<file path="src/rtl/aes_round_engine.sv">
// Iterative AES round engine: one full round per clock, S-box and round keys supplied externally.
// Supports cipher or inverse cipher (DECRYPT) for AES-128/192/256 (NR = 10/12/14).
module aes_round_engine #(
  parameter int unsigned NR      = 10,
  parameter bit          DECRYPT = 1'b0
) (
  input  logic         clk,
  input  logic         reset_n,
  input  logic         in_valid,
  output logic         in_ready,
  input  logic [127:0] in_block,
  output logic [3:0]   key_idx,
  input  logic [127:0] round_key,
  output logic [127:0] sbox_query,
  input  logic [127:0] sbox_result,
  output logic         out_valid,
  input  logic         out_ready,
  output logic [127:0] out_block,
  output logic         busy
);

  typedef enum logic [1:0] {StIdle, StRound, StDone} fsm_e;

  localparam logic [3:0] NrL          = 4'(NR);
  localparam logic [3:0] KeyIdxAccept = DECRYPT ? NrL : 4'd0;

  fsm_e          r_fsm, w_fsm_nxt;
  logic [127:0]  r_state, w_state_nxt;
  logic [3:0]    r_rnd, w_rnd_nxt;
  logic          w_accept;
  logic          w_last;
  logic [127:0]  w_sr;
  logic [127:0]  w_ark;
  logic [127:0]  w_round_out;

  function automatic logic [7:0] xtime(input logic [7:0] a);
    return {a[6:0], 1'b0} ^ (a[7] ? 8'h1b : 8'h00);
  endfunction

  // Byte (row r, column c) sits at bits [127-8*(4c+r) -: 8].
  function automatic logic [127:0] shift_rows(input logic [127:0] s);
    logic [127:0] o;
    o = '0;
    for (int c = 0; c < 4; c++) begin
      for (int r = 0; r < 4; r++) begin
        o[127-8*(4*c+r) -: 8] = s[127-8*(4*((c+r)%4)+r) -: 8];
      end
    end
    return o;
  endfunction

  function automatic logic [127:0] inv_shift_rows(input logic [127:0] s);
    logic [127:0] o;
    o = '0;
    for (int c = 0; c < 4; c++) begin
      for (int r = 0; r < 4; r++) begin
        o[127-8*(4*((c+r)%4)+r) -: 8] = s[127-8*(4*c+r) -: 8];
      end
    end
    return o;
  endfunction

  function automatic logic [31:0] mix_col(input logic [31:0] col);
    logic [7:0] a0, a1, a2, a3;
    logic [7:0] b0, b1, b2, b3;
    a0 = col[31:24];
    a1 = col[23:16];
    a2 = col[15:8];
    a3 = col[7:0];
    b0 = xtime(a0) ^ xtime(a1) ^ a1 ^ a2 ^ a3;
    b1 = a0 ^ xtime(a1) ^ xtime(a2) ^ a2 ^ a3;
    b2 = a0 ^ a1 ^ xtime(a2) ^ xtime(a3) ^ a3;
    b3 = xtime(a0) ^ a0 ^ a1 ^ a2 ^ xtime(a3);
    return {b0, b1, b2, b3};
  endfunction

  // Multiply by 9, 11, 13, 14 built from x2/x4/x8 of each byte.
  function automatic logic [31:0] inv_mix_col(input logic [31:0] col);
    logic [7:0] a [4];
    logic [7:0] m9 [4];
    logic [7:0] mb [4];
    logic [7:0] md [4];
    logic [7:0] me [4];
    logic [7:0] x2, x4, x8;
    for (int i = 0; i < 4; i++) begin
      a[i]  = col[31-8*i -: 8];
      x2    = xtime(a[i]);
      x4    = xtime(x2);
      x8    = xtime(x4);
      m9[i] = x8 ^ a[i];
      mb[i] = x8 ^ x2 ^ a[i];
      md[i] = x8 ^ x4 ^ a[i];
      me[i] = x8 ^ x4 ^ x2;
    end
    return {me[0] ^ mb[1] ^ md[2] ^ m9[3],
            m9[0] ^ me[1] ^ mb[2] ^ md[3],
            md[0] ^ m9[1] ^ me[2] ^ mb[3],
            mb[0] ^ md[1] ^ m9[2] ^ me[3]};
  endfunction

  function automatic logic [127:0] mix_columns(input logic [127:0] s);
    logic [127:0] o;
    o = '0;
    for (int c = 0; c < 4; c++) begin
      o[127-32*c -: 32] = mix_col(s[127-32*c -: 32]);
    end
    return o;
  endfunction

  function automatic logic [127:0] inv_mix_columns(input logic [127:0] s);
    logic [127:0] o;
    o = '0;
    for (int c = 0; c < 4; c++) begin
      o[127-32*c -: 32] = inv_mix_col(s[127-32*c -: 32]);
    end
    return o;
  endfunction

  assign in_ready   = (r_fsm == StIdle) || ((r_fsm == StDone) && out_ready);
  assign w_accept   = in_valid && in_ready;
  assign w_last     = (r_rnd == NrL);
  assign out_valid  = (r_fsm == StDone);
  assign busy       = (r_fsm == StRound);
  assign out_block  = r_state;

  always_comb begin
    key_idx    = KeyIdxAccept;
    sbox_query = '0;
    if (r_fsm == StRound) begin
      key_idx    = DECRYPT ? (NrL - r_rnd) : r_rnd;
      sbox_query = DECRYPT ? inv_shift_rows(r_state) : r_state;
    end
  end

  always_comb begin
    w_sr        = shift_rows(sbox_result);
    w_ark       = sbox_result ^ round_key;
    w_round_out = '0;
    if (DECRYPT) begin
      w_round_out = w_last ? w_ark : inv_mix_columns(w_ark);
    end else begin
      w_round_out = (w_last ? w_sr : mix_columns(w_sr)) ^ round_key;
    end
  end

  always_comb begin
    w_fsm_nxt   = r_fsm;
    w_state_nxt = r_state;
    w_rnd_nxt   = r_rnd;
    unique case (r_fsm)
      StIdle: begin
        if (w_accept) begin
          w_fsm_nxt   = StRound;
          w_state_nxt = in_block ^ round_key;
          w_rnd_nxt   = 4'd1;
        end
      end
      StRound: begin
        w_state_nxt = w_round_out;
        w_rnd_nxt   = r_rnd + 4'd1;
        if (w_last) begin
          w_fsm_nxt = StDone;
        end
      end
      StDone: begin
        if (w_accept) begin
          w_fsm_nxt   = StRound;
          w_state_nxt = in_block ^ round_key;
          w_rnd_nxt   = 4'd1;
        end else if (out_ready) begin
          w_fsm_nxt = StIdle;
        end
      end
      default: w_fsm_nxt = StIdle;
    endcase
  end

  always_ff @(posedge clk or negedge reset_n) begin
    if (!reset_n) begin
      r_fsm   <= StIdle;
      r_state <= '0;
      r_rnd   <= 4'd0;
    end else begin
      r_fsm   <= w_fsm_nxt;
      r_state <= w_state_nxt;
      r_rnd   <= w_rnd_nxt;
    end
  end

endmodule

</file>
<file path="config.mk">
export PLATFORM = sky130hd
export DESIGN_NAME = aes_round_engine
export DESIGN_NICKNAME = d
export VERILOG_FILES = /design/src/rtl/aes_round_engine.sv
export SDC_FILE = /design/constraint.sdc
export NUM_CORES = 1
export LEC_CHECK = 0
export CORE_AREA = 2 2 256 258
export CTS_CLUSTER_SIZE = 24
export DETAILED_ROUTE_END_ITERATION = 10
export DIE_AREA = 0 0 258 260
export PLACE_DENSITY = 0.58
export SLEW_MARGIN = 20
export SYNTH_ARGS = -nofsm -noshare
export SYNTH_HDL_FRONTEND = slang
export SYNTH_SLANG_ARGS = --single-unit
</file>
<file path="constraint.sdc">
create_clock -name clk -period 3.8 [get_ports clk]
set_clock_uncertainty 0.2 [all_clocks]
set_input_delay 0.38 -clock clk [delete_from_list [all_inputs] [get_ports clk]]
set_output_delay 0.38 -clock clk [all_outputs]
set_load 0.02 [all_outputs]
</file>
==> out/results.tsv, run 1 <==
stage	metric	value	unit
yosys	Yosys cell types	32	
clock_tree	Worst-path clk slew	0.07	ns
critical_path	largest fanout on the critical path	73	
pwr	PwrDens	734	nW/µm²
route	DRC violations left	0	
die	num ports	651	
yosys	sequential cell area fraction in the yosys report	21.4	%
global_route	total congestion overflow	0	
cells_and_area	area grow syn2layout	50.0	%
placed_design	RePlAce Congestion	0.879	
placed_design	I/O Buffers	650	
route	remaining antenna violation count after routing	0	
timing	fmax	0.302	GHz
global_route	initial antenna violation count	8	
yosys	Yosys Warn Count	0	
timing	fin crit period	3.31	ns
critical_path	Reg2Reg Setup Slack	1.04	ns
yosys	synthesized area	15600	µm²
clock_tree	Root Driver	clkbuf_16	
yosys	Compound-Gate Fraction of Synth Area	29.0	%
timing	Fin. Hold Viols	0	
cells_and_area	post-route cell area	23500	µm²
yosys	largest family of logic cells by synthesized area	XOR/XNOR gates	
timing	fin crit share	87.2	%
route	DRT iter0 DRCs	1040	
clock_tree	TritonCTS clock tree	yes	
timing	max-slew violations	0	
die	Die ar.	67100	µm²
worst_hold_path	Hold Crit Class	input port to async pin	
clock_tree	Setup Buffers After CTS	0	
clock_tree	Longest Clk Path Bufs	2	
global_route	first-pass GRT wire length	102	mm
global_route	total track usage	20.0	%
cells_and_area	# nets final	2455	
cells_and_area	most frequent cells in the layout	648 x clkdlybuf4s50_1, 151 x xnor3_1, 133 x nand2_1, 133 x dfrtp_1	
timing	Slew @ Worst Pin	0.914	ns
route	vias per inst	5.20	
critical_path	crit end category	output pin	
cells_and_area	commonest non-fill, non-tap cell in the layout	clkdlybuf4s50_1	
clock_tree	Clk Latency, worst-skew pair	0.47	ns
critical_path	CP arrival	2.73	ns
cells_and_area	# fillers	6316	
route	first-pass iteration count of the detailed router	6	
route	via count	15300	
yosys	#FFs+latches synth	134	
cells_and_area	share of cells above drive strength 1	3.51	%
cells_and_area	final design utilization	36.6	%
yosys	syn_nets	1926	
placed_design	Placed Area	22800	µm²
clock_tree	clk sinks	134	
timing	relative slew slack	39.0	%
timing	setup_tns	0	ns
yosys	XOR/XNOR Fraction of Synth Area	32.7	%
pwr	leakage	10.0	nW
clock_tree	# resized after CTS	0	
yosys	post-synthesis cell count	1536	
placed_design	placed insts	2900	
die	Placeable Area	64100	µm²
global_route	pin count of the biggest net entering global routing	79	
yosys	Synth Area per Inst	10.2	µm²
outcome	outcome	completed	
route	routed len/inst	23.5	µm
clock_tree	total CTS buffers	17	
timing	RSZ-0062 raised after global routing	no	
die	initial core utilization	24.4	%
clock_tree	H-tree levels	4	
yosys	simple-gate share of the synthesized area	11.8	%
die	Die Wd	258	µm
route	WL final	68.9	mm
yosys	mux share of post-synthesis cell area	0	%
global_route	vias in the first global route	15300	
critical_path	CP startpoint kind	register	
critical_path	Critical Path RT	3.22	ns
cells_and_area	fin cells	2939	
yosys	adder-cell share of the synthesized area	0.160	%
die	Die Y	260	µm
placed_design	placed wire-length estimate	52.6	mm
job	Max Cap Viol	0	
timing	setup violators final	0	
die	Row Count	93	
critical_path	kind of critical path	register to output pin	
pwr	peak supply drop	0.000389	V
==> cell families after synthesis <==
group / after synthesis
compound gates: 520
flops: 134
buf+inv: 175
xor+xnor: 304
fa+ha+maj: 2
simple gates: 401
==> critical path, stage by stage, from the launching register on <==
cell	delay, ns
dfrtp_4	0.48
nand2b_1	0.26
inv_4	0.13
buf_4	0.45
and2_1	0.22
clkdlybuf4s50_1	0.62
==> state kept, by name, indices dropped and copies added, names as in the netlist <==
name / flops
r_fsm: 2
r_rnd: 4
out_block: 128
==> area by class of cell <==
type | count | area, µm² | share of cell area [%]
tap | 855 | 1070 | 4.56
clock inverter | 10 | 120 | 0.512
clock buffer | 22 | 484 | 2.06
timing repair buffer | 680 | 6860 | 29.2
antenna | 6 | 15.0 | 0.0640
sequential | 134 | 3360 | 14.3
multi-input combinational | 1227 | 11500 | 49.2
inverter | 5 | 23.8 | 0.101
==> cell usage after synthesis <==
cell type | n | share of area (%)
a21oi_1 | 2 | 0.064
a221o_1 | 128 | 8.2
a2bb2oi_1 | 128 | 7.2
and2_1 | 131 | 5.2
buf_1 | 17 | 0.41
buf_2 | 55 | 1.8
buf_4 | 4 | 0.19
buf_6 | 5 | 0.36
clkbuf_1 | 89 | 2.1
dfrtp_1 | 134 | 21
ha_1 | 2 | 0.16
inv_1 | 5 | 0.12
nand2_1 | 134 | 3.2
nand2b_1 | 1 | 0.040
nand3_1 | 1 | 0.032
nand3b_1 | 1 | 0.048
nor2_1 | 131 | 3.1
nor2b_1 | 2 | 0.080
o2111a_1 | 128 | 9.2
o21ai_0 | 131 | 4.2
o2bb2ai_1 | 1 | 0.056
o31a_1 | 1 | 0.056
o31ai_1 | 1 | 0.048
xnor2_1 | 102 | 5.7
xnor2_2 | 1 | 0.10
xnor2_4 | 1 | 0.18
xnor3_1 | 151 | 22
xnor3_4 | 1 | 0.17
xor2_1 | 26 | 1.5
xor2_2 | 1 | 0.10
xor3_1 | 20 | 3.0
xor3_4 | 1 | 0.18
==> metrics by stage <==
step / setup WS [ns] / hold slack (ns) / total power, mW
6_report: 0.487 / 0.143 / 17.2
3_3_place_gp: 0.829 / 0.0625 / 15.2
3_5_place_dp: 0.778 / 0.0635 / 15.4
5_1_grt: 0.294 / 0.142 / 18.3
4_1_cts: 0.386 / 0.0800 / 17.4
2_1_floorplan: 1.59 / -0.116 / 10.1
==> per-layer routing <==
layer / global-route usage (%) / up-vias / routed length (µm)
met2: 34.6 / 665 / 34200
met3: 3.84 / 59 / 4580
li1: - / 6905 / -
met5: 0 / - / 14
met4: 4.67 / 2 / 992
met1: 25.7 / 7663 / 29100
==> final timing paths <==
path / start / to / cells after the start
max in group asynchronous: reset_n / out_block[15] / 3
worst max-delay path: r_fsm[0] / sbox_query[22] / 5
worst max register to register: r_fsm[0] / out_block[37] / 5
min in group clk: out_block[92] / out_block[92] / 1
worst min register to register: out_block[92] / out_block[92] / 1
worst min-delay path: reset_n / out_block[85] / 2
==> timing repair <==
item,in CTS,in global routing
setup endpoints to repair,0,0
hold buffers,1,0
hold endpoints to repair,87,0
==> where the power goes <==
part	switching (mW)	internal, mW
Sequential	0.785	2.17
Combinational	6.43	6.00
Clock	0.795	1.04
Power figures use the tool's default switching activity.
==> run 2, diff against run 1 <==
--- a/config.mk
+++ b/config.mk
@@ -9,6 +9,7 @@
 export CTS_CLUSTER_SIZE = 24
 export DETAILED_ROUTE_END_ITERATION = 10
 export DIE_AREA = 0 0 258 260
+export HOLD_SLACK_MARGIN = 0.06
 export PLACE_DENSITY = 0.58
 export SLEW_MARGIN = 20
 export SYNTH_ARGS = -nofsm -noshare
==> results of run 2 <==
Final layout, timing and power as in run 1 (identical DEF).
==> run 3, diff against run 2 <==
--- a/config.mk
+++ b/config.mk
@@ -5,12 +5,12 @@
 export SDC_FILE = /design/constraint.sdc
 export NUM_CORES = 1
 export LEC_CHECK = 0
-export CORE_AREA = 2 2 256 258
+export CORE_AREA = 3 3 250 252
 export CTS_CLUSTER_SIZE = 24
 export DETAILED_ROUTE_END_ITERATION = 10
-export DIE_AREA = 0 0 258 260
+export DIE_AREA = 0 0 253 255
 export HOLD_SLACK_MARGIN = 0.06
-export PLACE_DENSITY = 0.58
+export PLACE_DENSITY = 0.6
 export SLEW_MARGIN = 20
 export SYNTH_ARGS = -nofsm -noshare
 export SYNTH_HDL_FRONTEND = slang
==> run 3 against run 2 <==
  * Combinational power about the same
  * Maximum frequency decreased by 3.5%
  * Highest routed layer unchanged
  * Final cell count decreased by 2.7%
==> out/results.tsv, run 3 (same netlist as run 1, synthesis figures left out) <==
stage	metric	value	unit	change
clock_tree	Worst-path clk slew	0.07	ns	about the same
route	vias per inst	5.37		was 5.20
route	via count	15300		about the same
global_route	met2 usage	35.6	%	was 34.6%
cells_and_area	share of cells above drive strength 1	2.95	%	was 3.51%
clock_tree	clk sinks	134		unchanged
critical_path	Worst path top cell family by delay	buffers and inverters		unchanged
global_route	global-route layer with the greatest usage	met2		unchanged
critical_path	CP startpoint kind	register		unchanged
route	first-pass iteration count of the detailed router	5		was 6
die	num ports	651		unchanged
global_route	vias in the first global route	15700		was 15300
cells_and_area	post-route cell area	23300	µm²	was 23500 µm²
critical_path	crit end category	output pin		unchanged
placed_design	RePlAce Congestion	0.914		was 0.879
placed_design	I/O Buffers	650		unchanged
critical_path	CP arrival	2.85	ns	was 2.73 ns
placed_design	placed wire-length estimate	52.6	mm	about the same
clock_tree	Root Driver	clkbuf_16		unchanged
pwr	leakage	9.97	nW	was 10.0 nW
timing	RSZ-0062 raised after global routing	no		unchanged
global_route	pin count of the biggest net entering global routing	133		was 79
cells_and_area	# nets final	2448		was 2455
timing	fin crit share	90.3	%	was 87.2%
global_route	first-pass GRT wire length	103	mm	was 102 mm
global_route	GRT met3 Usage	4.73	%	was 3.84%
global_route	initial antenna violation count	8		unchanged
critical_path	delay of the slowest critical-path stage	0.61	ns	was 0.62 ns
die	Die Y	255	µm	was 260 µm
placed_design	Placed Area	22700	µm²	was 22800 µm²
cells_and_area	commonest non-fill, non-tap cell in the layout	clkdlybuf4s50_1		unchanged
route	remaining antenna violation count after routing	0		unchanged
route	DRT iter0 DRCs	1148		was 1040
clock_tree	Setup Buffers After CTS	0		unchanged
cells_and_area	area grow syn2layout	49.1	%	was 50.0%
die	Placeable Area	60400	µm²	was 64100 µm²
clock_tree	TritonCTS clock tree	yes		unchanged
critical_path	Reg2Reg Setup Slack	0.87	ns	was 1.04 ns
clock_tree	H-tree levels	4		unchanged
die	Die ar.	64500	µm²	was 67100 µm²
global_route	total track usage	21.1	%	was 20.0%
timing	setup_tns	0	ns	unchanged
pwr	peak supply drop	0.000633	V	was 0.000389 V
critical_path	CP cell instances	nand2b_1, inv_4, buf_12, and2_1, clkdlybuf4s50_1		was nand2b_1, inv_4, buf_4, and2_1, clkdlybuf4s50_1
die	initial core utilization	25.9	%	was 24.4%
worst_hold_path	Hold Crit Class	input port to async pin		unchanged
timing	Fin. Hold Viols	0		unchanged
route	routed len/inst	24.6	µm	was 23.5 µm
clock_tree	Clk Latency, worst-skew pair	0.48	ns	was 0.47 ns
pwr	total power	17.2	mW	about the same
die	Die Wd	253	µm	was 258 µm
timing	Worst Hold Slack	0.304	ns	was 0.143 ns
route	DRC violations left	0		unchanged
global_route	total congestion overflow	0		unchanged
clock_tree	total CTS buffers	17		unchanged
critical_path	Critical Path RT	3.22	ns	about the same
timing	fmax	0.291	GHz	was 0.302 GHz
critical_path	kind of critical path	register to output pin		unchanged
timing	fin crit period	3.43	ns	was 3.31 ns
pwr	PwrDens	738	nW/µm²	was 734 nW/µm²
critical_path	largest fanout on the critical path	71		was 73
timing	relative slew slack	35.2	%	was 39.0%
die	Row Count	90		was 93
outcome	outcome	completed		unchanged
timing	max-slew violations	0		unchanged
cells_and_area	most frequent cells in the layout	648 x clkdlybuf4s50_1, 151 x xnor3_1, 133 x nand2_1, 133 x dfrtp_1		unchanged
cells_and_area	Largest register FFs	128		unchanged
critical_path	Worst path slowest cell	clkdlybuf4s50_1		unchanged
clock_tree	Longest Clk Path Bufs	2		unchanged
timing	Slew @ Worst Pin	0.972	ns	was 0.914 ns
critical_path	CP Buf/Inv Count	3		unchanged
global_route	met1 Use GR	27.1	%	was 25.7%
route	WL final	70.2	mm	was 68.9 mm
job	Max Cap Viol	0		unchanged
timing	setup violators final	0		unchanged
cells_and_area	final design utilization	38.7	%	was 36.6%
## run 3: cell types whose count changed in the layout (fill, tap and decap cells not counted), sizes merged
cell	previous run	this run
inv	6	5
clkbuf	22	24
buf	31	24
clkinvlp	2	1
## run 3: metal layers
metal / vias to the layer above / wire length [µm]
li1: 6875 / -
met4: 6 / 1400
met1: 7658 / 29200
met3: 87 / 5370
met5: - / 45
met2: 721 / 34200
## run 3: timing repair
action,4_1_cts,5_1_grt
hold endpoints to repair,73,0
gates resized for setup,0,0
hold buffers,1,0
## run 3: area by class of cell
class | count | area (µm²)
Antenna cell | 6 | 15.0
Clock buffer | 24 | 462
Clock inverter | 8 | 100
Fill cell | 5913 | 37000
Inverter | 5 | 23.8
Multi-Input combinational cell | 1227 | 11500
Sequential cell | 134 | 3360
Tap cell | 782 | 978
Timing Repair Buffer | 673 | 6860
## run 3: path summary, 6_finish.rpt
check,startpoint,endpoint,cells past startpoint
max,r_fsm[0],sbox_query[29],5
min,reset_n,out_block[13],2
max reg2reg,r_rnd[0],out_block[120],7
min reg2reg,out_block[122],out_block[122],1
max in group asynchronous,reset_n,out_block[88],3
min in group clk,in_valid,r_rnd[2],2
## run 3: report_power, final
group | total [mW] | internal, mW | switching (mW)
Sequential | 2.95 | 2.17 | 0.781
Clock | 1.76 | 0.981 | 0.777
Combinational | 12.5 | 6.03 | 6.48
## run 3: through the flow
step,cells,setup WS (ns)
global route,2858,0.178
floorplan,1536,1.59
CTS,2853,0.305
detailed placement,2820,0.855
global placement,2820,0.932
finish,2859,0.368
